--- config.mk ---
export PLATFORM = sky130hd
export DESIGN_NAME = uart_rx_fsm
export DESIGN_NICKNAME = d
export VERILOG_FILES = /design/src/rtl/uart_rx_pkg.sv /design/src/rtl/uart_rx_fsm.sv
export SDC_FILE = /design/constraint.sdc
export NUM_CORES = 1
export LEC_CHECK = 0
export ABC_AREA = 1
export BUFFER_PORTS_ARGS = -buffer_cell sky130_fd_sc_hd__buf_2
export CORE_AREA = 2 2 39 41
export CTS_CLUSTER_DIAMETER = 40
export DETAILED_ROUTE_END_ITERATION = 10
export DIE_AREA = 0 0 41 43
export GPL_TIMING_DRIVEN = 0
export MAX_ROUTING_LAYER = met4
export PLACE_DENSITY = 0.77
export SETUP_SLACK_MARGIN = 0.02
export SYNTH_ARGS = -nofsm -noshare
export SYNTH_HDL_FRONTEND = slang
export SYNTH_SLANG_ARGS = --single-unit
--- constraint.sdc ---
create_clock -name clk -period 3.5 [get_ports clk]
set_input_delay 0 -clock clk [delete_from_list [all_inputs] [get_ports clk]]
set_output_delay 0 -clock clk [all_outputs]
set_load 0.05 [all_outputs]
--- src/rtl/uart_rx_pkg.sv ---
// uart_rx_pkg: shared types and constants for the UART receiver slice.
//   rx_state_t     - frame-sequencer state encoding
//   START_BIT_IDX  - bit index of the start bit
//   LAST_DATA_IDX  - bit index of the last data bit (default data width)
//   PRESC_8/16/32  - legal oversampling ratios
//   is_counting()  - states in which the edge/bit counter runs
package uart_rx_pkg;

  typedef enum logic [2:0] {
    IDLE,
    START,
    DATA,
    PARITY,
    STOP,
    VALID
  } rx_state_t;

  localparam int unsigned START_BIT_IDX = 0;
  localparam int unsigned LAST_DATA_IDX = 8;

  localparam int unsigned PRESC_8  = 8;
  localparam int unsigned PRESC_16 = 16;
  localparam int unsigned PRESC_32 = 32;

  function automatic logic is_counting(input rx_state_t st);
    return (st == START) || (st == DATA) || (st == PARITY) || (st == STOP);
  endfunction

endpackage

--- src/rtl/uart_rx_fsm.sv ---
// uart_rx_fsm: frame-sequencing controller for the UART receiver.
// Detects the start condition, runs the edge/bit counter and pulses the
// per-bit enables for the sampler, deserializer and start/parity/stop
// checkers. data_valid pulses for one cycle per error-free frame.
//
// Ports:
//   clk, rst (async, active-low)
//   rx_in        synchronized serial line, idle high
//   par_en       parity bit present (latched at frame start)
//   prescale     oversampling ratio P (8, 16 or 32)
//   bit_cnt      bit index from the edge/bit counter
//   edge_cnt     edge index within the current bit
//   strt_glitch, par_err, stp_err  checker results
//   cnt_en, dat_samp_en            counter / sampler enables
//   deser_en, strt_chk_en, par_chk_en, stp_chk_en  per-bit strobes
//   data_valid   one-cycle good-frame pulse
//   frame_err    one-cycle abort pulse (only with UART_RX_FRAME_ERR_EN)
//
// Build option: define UART_RX_FRAME_ERR_EN to add the frame_err output.
module uart_rx_fsm
  import uart_rx_pkg::*;
#(
  parameter int unsigned DATA_W  = LAST_DATA_IDX,
  parameter int unsigned PRESC_W = 6
) (
  input  logic               clk,
  input  logic               rst,
  input  logic               rx_in,
  input  logic               par_en,
  input  logic [PRESC_W-1:0] prescale,
  input  logic [3:0]         bit_cnt,
  input  logic [4:0]         edge_cnt,
  input  logic               strt_glitch,
  input  logic               par_err,
  input  logic               stp_err,
  output logic               cnt_en,
  output logic               dat_samp_en,
  output logic               deser_en,
  output logic               strt_chk_en,
  output logic               par_chk_en,
  output logic               stp_chk_en,
  output logic               data_valid
`ifdef UART_RX_FRAME_ERR_EN
  ,
  output logic               frame_err
`endif
);

  localparam int unsigned CMP_W = PRESC_W + 1;

  rx_state_t state_q, state_d;
  logic      par_en_q, par_en_d;

  // One extra bit keeps prescale-1 from wrapping for any prescale value.
  logic [CMP_W-1:0] edge_ext, last_idx;
  logic             last_edge;

  assign edge_ext  = CMP_W'(edge_cnt);
  assign last_idx  = CMP_W'(prescale) - CMP_W'(1);
  assign last_edge = (edge_ext == last_idx);

  always_ff @(posedge clk or negedge rst) begin
    if (!rst) begin
      state_q  <= IDLE;
      par_en_q <= 1'b0;
    end else begin
      state_q  <= state_d;
      par_en_q <= par_en_d;
    end
  end

  always_comb begin
    state_d     = state_q;
    par_en_d    = par_en_q;
    deser_en    = 1'b0;
    strt_chk_en = 1'b0;
    par_chk_en  = 1'b0;
    stp_chk_en  = 1'b0;
    data_valid  = 1'b0;

    case (state_q)
      IDLE: begin
        if (!rx_in) begin
          state_d  = START;
          par_en_d = par_en;
        end
      end
      START: begin
        if (last_edge) begin
          strt_chk_en = 1'b1;
          state_d     = strt_glitch ? IDLE : DATA;
        end
      end
      DATA: begin
        if (last_edge) begin
          deser_en = 1'b1;
          if (bit_cnt == 4'(DATA_W)) state_d = par_en_q ? PARITY : STOP;
        end
      end
      PARITY: begin
        if (last_edge) begin
          par_chk_en = 1'b1;
          state_d    = par_err ? IDLE : STOP;
        end
      end
      STOP: begin
        if (last_edge) begin
          stp_chk_en = 1'b1;
          state_d    = stp_err ? IDLE : VALID;
        end
      end
      VALID: begin
        data_valid = 1'b1;
        // Back-to-back frame: a start bit already on the line skips IDLE.
        if (!rx_in) begin
          state_d  = START;
          par_en_d = par_en;
        end else begin
          state_d = IDLE;
        end
      end
      default: state_d = IDLE;
    endcase
  end

  assign cnt_en      = is_counting(state_q);
  assign dat_samp_en = cnt_en;

`ifdef UART_RX_FRAME_ERR_EN
  assign frame_err = last_edge & (((state_q == START)  & strt_glitch) |
                                  ((state_q == PARITY) & par_err)     |
                                  ((state_q == STOP)   & stp_err));
`endif

endmodule

* Yosys cells after proc, flatten, opt, wreduce, memory -nomap -nowiden
Cells that the tools add are included.
** Operators by class
- Add/subtract/negate cells :: 1
- Equality and inequality tests :: 13
- Multiplexer cells :: 18
- Bitwise gates (word level) :: 1
- Reduce and logical (&&, ||, !) cells :: 7
** Operator list (count)
- $mux W3 :: 9
- $pmux W3 S6 :: 1
- $ne A2 B2 Y1 const B :: 6
- $eq A5 B7 Y1 :: 1
- $mux W1 :: 7
- $sub A6 B1 Y7 const B :: 1
- $eq A3 B2 Y1 const B :: 2
- $eq A3 B3 Y1 const B :: 2
- $reduce_and A6 Y1 :: 1
- $eq A4 B4 Y1 const B :: 1
- $eq A3 B1 Y1 const B :: 1
- $logic_not A3 Y1 :: 1
- $logic_or A1 B1 Y1 :: 3
- $mux W2 :: 1
- $reduce_and A2 Y1 :: 1
- $reduce_or A2 Y1 :: 1
- $not A1 Y1 :: 1
** Word-level totals
- Bits in registers :: 4
- Input port bits :: 22
- Output and inout port bits :: 7
- Logic and storage cells :: 42

* Logic depth before layout (Yosys ltp)
Gate-level depths: netlist (run 1).
- Depth in word-level cells :: 4
- Gate-level depth with buffers :: 14
- Mapped depth without buffers :: 14

* Worst setup path after synthesis (run 1)
OpenSTA, ideal clock, no wires.
- Path type :: register to register
- From :: reg state_q[2]
- To :: reg par_en_q
- Setup time :: 125 ps
- Data arrival time :: 2120 ps
- Required time :: 3375 ps
- Slack :: 1255 ps
- Stages on the path, launching flop included :: 5
- Buffers on the path :: 0
- Clock period less this slack :: 2245 ps
- Cell sequence :: dfrtp_1 -> inv_1 -> nor3_1 -> o21ai_0 -> mux2_2
** On the way
- Word-level cells in the longest chain between the ends :: 3
- Elaborated cells between the ends (all ways) :: 4
- Those cells by class :: 1 x eq/ne; 3 x reduce/logical
** RTL lines
- start: declaration :: line uart_rx_fsm.sv:51 : rx_state_t state_q, state_d;
- start signal: assignment :: line uart_rx_fsm.sv:67 : state_q <= state_d;
- $eq A3 B3 Y1 / $logic_not A3 Y1 (equally long branches) :: line uart_rx_fsm.sv:81 : case (state_q)
- $reduce_or A2 Y1 (no line) *
- $reduce_and A2 Y1 (no line) *
- end signal: assignment :: line uart_rx_fsm.sv:68 : par_en_q <= par_en_d;
- end: declaration :: line uart_rx_fsm.sv:52 : logic par_en_q, par_en_d;
Every way passes the cells marked *; elsewhere a longest branch is shown, timed or not.
A chain may end at the register's enable or synchronous reset.

* Final worst setup path (run 1)
- From :: reg state_q[2]
- To :: out dat_samp_en
** On the way
- Word-level cells in the longest chain between the ends :: 4
- Elaborated cells between the ends (all ways) :: 7
- Those cells by class :: 4 x eq/ne; 3 x reduce/logical
** RTL lines
- $eq A3 B1 Y1 / $eq A3 B2 Y1 (equally long branches) :: line uart_rx_pkg.sv:26 : return (st == START) || (st == DATA) || (st == PARITY) || (st == STOP);
- $logic_or A1 B1 Y1 (2 in series) :: line uart_rx_pkg.sv:26
- $logic_or A1 B1 Y1 * :: line uart_rx_pkg.sv:26
- end: declaration :: line uart_rx_fsm.sv:37 : output logic dat_samp_en,
Marked as above.

==> results of run 1 <==
worst max-delay path: stages, from the launching register on:
cell	delay, ns
dfrtp_1	0.41
nor3_1	0.41
inv_1	0.14
nand4_1	0.13
buf_4	0.11
buf_2	0.24
state kept, by name, indices dropped and copies added, names as in the netlist:
| register | count |
|---|---|
| par_en_q | 1 |
| state_q | 3 |
metrics by stage:
step | cells | instance area [sq um]
after floorplan | 103 | 583
after global placement | 147 | 743
after detailed placement | 147 | 743
after CTS | 152 | 786
after global routing | 152 | 786
final | 152 | 786
layout make-up:
cell class | count | area share
Buffer | 1 | 0.00955
Tap cell | 16 | 0.0255
Clock buffer | 3 | 0.0287
Multi-Input combinational cell | 75 | 0.495
Timing Repair Buffer | 30 | 0.204
Sequential cell | 4 | 0.127
Inverter | 23 | 0.110
Yosys cell counts, drive strengths merged:
cell type / n
a21oi: 1
buf: 1
dfrtp: 4
ha: 1
inv: 23
mux2: 1
nand2: 33
nand3: 12
nand3b: 1
nand4: 2
nor2: 14
nor3: 3
nor4: 1
o21ai: 4
o221ai: 1
or2: 1
metal layers:
layer,share of wire,routed length [um]
met1,0.42,550
met4,0,0
met3,0.051,67
met5,0,0
met2,0.53,692
cell families after synthesis:
logic type      after synthesis  share of synthesized area
buf+inv                      24                      0.161
flops                         4                      0.172
compound gates                6                     0.0837
mux                           1                     0.0193
fa+ha+maj                     1                     0.0215
simple gates                 67                      0.543
placed cells by master (no fill, tap or decap), drive strengths merged:
cell,n
ha,1
dfrtp,4
or2,1
nand2,33
nand3b,1
dlygate4sd3,2
inv,23
mux2,1
nor2,14
nand4,2
o221ai,1
o21ai,4
a21oi,1
nor4,1
buf,29
clkbuf,3
nand3,12
nor3,3
final timing paths:
check	from	to	cells past startpoint
max reg2reg	state_q[0]$_DFFE_PN0P_	state_q[2]$_DFFE_PN0P_	8
max in group asynchronous	rst	state_q[2]$_DFFE_PN0P_	2
min reg2reg	state_q[1]$_DFFE_PN0P_	state_q[1]$_DFFE_PN0P_	2
min in group asynchronous	rst	state_q[0]$_DFFE_PN0P_	2
min	strt_glitch	state_q[1]$_DFFE_PN0P_	4
max	state_q[2]$_DFFE_PN0P_	dat_samp_en	5
power breakdown:
group / switching [mW] / internal (mW) / total (mW)
sequential: 0.0170 / 0.0645 / 0.0814
combinational: 0.186 / 0.0979 / 0.284
clock: 0.0153 / 0.0381 / 0.0534
timing repair:
item / in CTS / in global routing
hold buffers: 2 / 0
resized for setup: 0 / 0
hold endpoints to repair: 5 / 0
==> flow_summary.toml, run 1 <==
[outcome]
status = "finished clean"

[sta]
hold_slack_ns = 0.121
worst_slack_ns = 1.84
relSlewSlack = 0.707
rsz0062_at_grt = "false"
hold_violations = 0
tightest_slew_ns = 0.436
timing.final.crit_share = 0.475
drv_slew = 0
setup_tns_ns = 0
fin_skew_ns = 0.00275
fmax_mhz = 601
period_needed_ns = 1.66
setup_violations = 0

[die]
num_rows = 14
die-height_um = 43
ios = 29
initial_core_util = 0.421
die-area_sq_um = 1760
die_width_um = 41
core_area_sq_um = 1380

[global_routing]
met3_usage = 0.0314
antenna_found_initial = 0
grt_pass1_wl_um = 2270
grt_use_met1 = 0.220
track_usage = 0.188
grt_busiest_layer = "met2"
first_global_vias = 630
grt_max_degree = 8
grt_overflow = 0
gr-usage-met2 = 0.313

[place]
place_congestion = 0.836
hpwlAfterDp_um = 1160
pre_cts_ws_ns = 1.96
port_buffers = 28

[yosys]
synthCells = 103
synth_top_area_frac = 0.193
ys_ff_latch = 4
synthDistinctLibCells = 23
syn-num-nets = 126
syn_area_sq_um = 583
ys.warnings.count = 0
synth_area_leaders = "nand2_1 (19%), dfrtp_1 (17%), inv_1 (14%)"
synth_top_area_cell = "nand2_1"
syn_avg_cell_area_sq_um = 5.66
synth_seq_area_share = 0.172

[drt]
postRouteAntennaNets = 0
drt_pre_antenna_iters = 4
drtIter0Drc = 11
wl_um = 1310
drcViolationCount = 0
avgViaCountPerCell = 4.68
vias = 711
post_drt_wl_per_cell_um = 8.62

[worst_setup_path]
critPathRequiredTime_ns = 3.50
arrival_ns = 1.66
crit_path_end_kind = "output port"
crit_type = "flop to output port"
start_kind = "flop"
cp_max_fo = 5
r2r_slack_ns = 2.10

[cts]
clk_path_buf_depth = 2
insertion_delay_ns = 0.22
cts_buffers = 3
postCtsSetupRepairBufs = 0
cts-root-buf = "clkbuf_4"
path_clk_slew_ns = 0.03
htreeDepth = 1
cts_tree = "yes"
clock_sinks = 4

[finish]
area.sequential_sq_um = 100
drive_gt1_frac = 0.331
antennaDiodeCount = 0
fillers = 153
syn_to_final_growth_pct = 34.8
post-route-util = 0.568
nets = 161
multiInputGateArea_sq_um = 389

[job]
cap_viol_max_count = 0

[worst_hold_path]
hold_class = "input pin to flop"

[power_and_ir_drop]
peakVddDrop_mv = 0.331
power.leakage_nw = 0.473
p_per_area_nw_per_um2 = 533
total_power_uw = 419
(Power assumes the default switching activity.)
==> run 2: changes to the inputs <==
- ABC_AREA: 1 -> 0
- PLACE_DENSITY: 0.77 -> 0.73
- clock period: 3.5 -> 1.7 ns (I/O delays scaled with it)
==> flow_summary.toml, run 2 <==
[power_and_ir_drop]
combPwrFrac = 0.511
power.leakage_nw = 0.396
p_per_area_nw_per_um2 = 597
p_sw_frac = 0.380
p_clk_frac = 0.202
peakVddDrop_mv = 0.404
p_int_uw = 333
total_power_uw = 537
seqPwrFrac = 0.287
p_sw_uw = 204

[worst_setup_path]
crit_path_start = "prescale[0]"
r2r_cells = 5
worst-path-buf-inv = 3
crit_path_end_kind = "output port"
critPathRequiredTime_ns = 1.70
crit_family = "simple AND/OR/NAND/NOR gates"
cp_max_fo = 4
r2r-end = "state_q[1]$_DFFE_PN0P_"
start_kind = "input pin"
cp.depth = 7
rr_startpoint = "state_q[2]$_DFFE_PN0P_"
r2r_slack_ns = 0.08
crit_slowest_cell = "or4_4"
crit_type = "input pin to output port"
slowest_delay_ns = 0.56
arrival_ns = 1.71
endpoint = "strt_chk_en"
worstPathCellList = "buf_8 > or4_4 > o22ai_4 > nand2_2 > or4_4 > clkinvlp_4 > buf_8"

[cts]
clk_path_buf_depth = 2
insertion_delay_ns = 0.22
cts-root-buf = "clkbuf_4"
htreeDepth = 1
cts_buffers = 3
cts_tree = "yes"
clock_sinks = 4
path_clk_slew_ns = 0.03

[yosys]
ys.warnings.count = 0
synth_seq_area_share = 0.187
synth_top_area_frac = 0.187
ys_ff_latch = 4
synthDistinctLibCells = 32
synth_flop_cell = "dfrtp_1"
syn_area_sq_um = 534
syn-num-nets = 86
yosysMostFrequentCell = "inv_1"
synth_commonest_cells = "inv_1 (7), nor2_1 (5), xnor2_1 (5)"
synth-async-reset-ratio = 1.00
synth_top_area_cell = "dfrtp_1"
syn_avg_cell_area_sq_um = 8.48
synth_edf_count = 0
synthCells = 63
synth_area_leaders = "dfrtp_1 (19%), xnor2_1 (8.2%), inv_1 (4.9%)"

[global_routing]
first_global_vias = 505
track_usage = 0.161
grt_pass1_wl_um = 1950
antenna_found_initial = 0
grt_max_degree = 11
grt_overflow = 0

[sta]
hold_slack_ns = 0.0153
fin_skew_ns = 0.000529
relSlewSlack = 0.641
setup_violations = 1
worst_slack_ns = -0.00582
tightest_slew_ns = 0.531
rsz0062_at_grt = "true"
fmax_mhz = 586
hold_violations = 0
timing.final.crit_share = 1.00
period_needed_ns = 1.71
drv_slew = 0
setup_tns_ns = -0.00582

[drt]
drcViolationCount = 0
drt_pre_antenna_iters = 4
wl_um = 1390
post_drt_wl_per_cell_um = 12.0
vias = 607
postRouteAntennaNets = 0
avgViaCountPerCell = 5.23
drtIter0Drc = 2

[finish]
antennaDiodeCount = 0
mostFrequentLayoutCells = "buf_2 (23), buf_4 (8), inv_1 (6)"
largest_reg_flops = 3
multiInputGateArea_sq_um = 473
drive_gt1_frac = 0.590
syn_to_final_growth_pct = 68.4
fillers = 135
final_common_cell = "buf_2"
nets = 125
regMostFlops = "state_q"
area.sequential_sq_um = 103
reg_top3 = "state_q: 3 flops, par_en_q: 1 flops"

[worst_hold_path]
hold_class = "input pin to flop"

[place]
port_buffers = 28
place_congestion = 0.840
pre_cts_ws_ns = -0.337
hpwlAfterDp_um = 1070

[die]
die_width_um = 41
initial_core_util = 0.386
num_rows = 14
core_area_sq_um = 1380
ios = 29
die-area_sq_um = 1760
die-height_um = 43

[outcome]
status = "complete, but fails checks"
violations = "setup timing"

[job]
cap_viol_max_count = 0
-- run 2: logic make-up after synthesis --
group | after synthesis | synth area share
muxes | 3 | 0.0609
buffers and inverters | 10 | 0.0773
adders and majority gates | 1 | 0.0234
and+or+nand+nor | 25 | 0.288
AOI/OAI and AO/OA | 11 | 0.187
DFF | 4 | 0.187
xor gates and xnor gates | 9 | 0.176
-- run 2: cell type report --
cell class,count,area share
clock buffer,3,0.0250
inverter,7,0.0334
multi-input combinational,49,0.526
timing repair buffer,35,0.256
sequential,4,0.114
tap,16,0.0223
buffer,2,0.0236
-- run 2: worst min-delay path by stage --
| stage | start | to | slack [ns] | depth (start not counted) |
|---|---|---|---|---|
| after CTS | par_en | par_en_q$_DFFE_PN0P_ | 0.01 | 2 |
| after detailed placement | rst | par_en_q$_DFFE_PN0P_ | -0.19 | 1 |
| final | par_en | par_en_q$_DFFE_PN0P_ | 0.02 | 2 |
| after global placement | rst | par_en_q$_DFFE_PN0P_ | -0.20 | 1 |
| after global routing | par_en | par_en_q$_DFFE_PN0P_ | 0.01 | 2 |
| after floorplan | rst | par_en_q$_DFFE_PN0P_ | -0.30 | 0 |
-- run 2: repair_timing --
| action | 4_1_cts | 5_1_grt |
|---|---|---|
| setup endpoints to repair | 9 | 8 |
| pin swaps | 4 | 7 |
| gates resized for setup | 12 | 14 |
| setup buffers | 3 | 3 |
| hold buffers | 1 | 0 |
| hold endpoints to repair | 4 | 0 |
-- run 2: metrics by stage --
step | cells | instance area (sq um) | util
final | 116 | 900 | 0.650
after global routing | 116 | 900 | 0.650
after CTS | 113 | 823 | 0.595
after detailed placement | 107 | 722 | 0.522
after global placement | 107 | 722 | 0.522
after floorplan | 63 | 562 | -
-- run 2: per-layer routing --
layer,wire [um],vias up,global-route usage
met5,0,-,-
met4,0,0,0.0600
met3,53,0,0
met2,796,16,0.269
met1,539,286,0.199
li1,-,305,-
-- run 2: power groups by stage --
stage	clock network, mW	registers (mW)	logic [mW]
global placement	0	0.126	0.241
CTS	0.114	0.148	0.246
global route	0.122	0.157	0.299
finish	0.109	0.154	0.275
floorplan	0	0.124	0.183
detailed placement	0	0.127	0.251
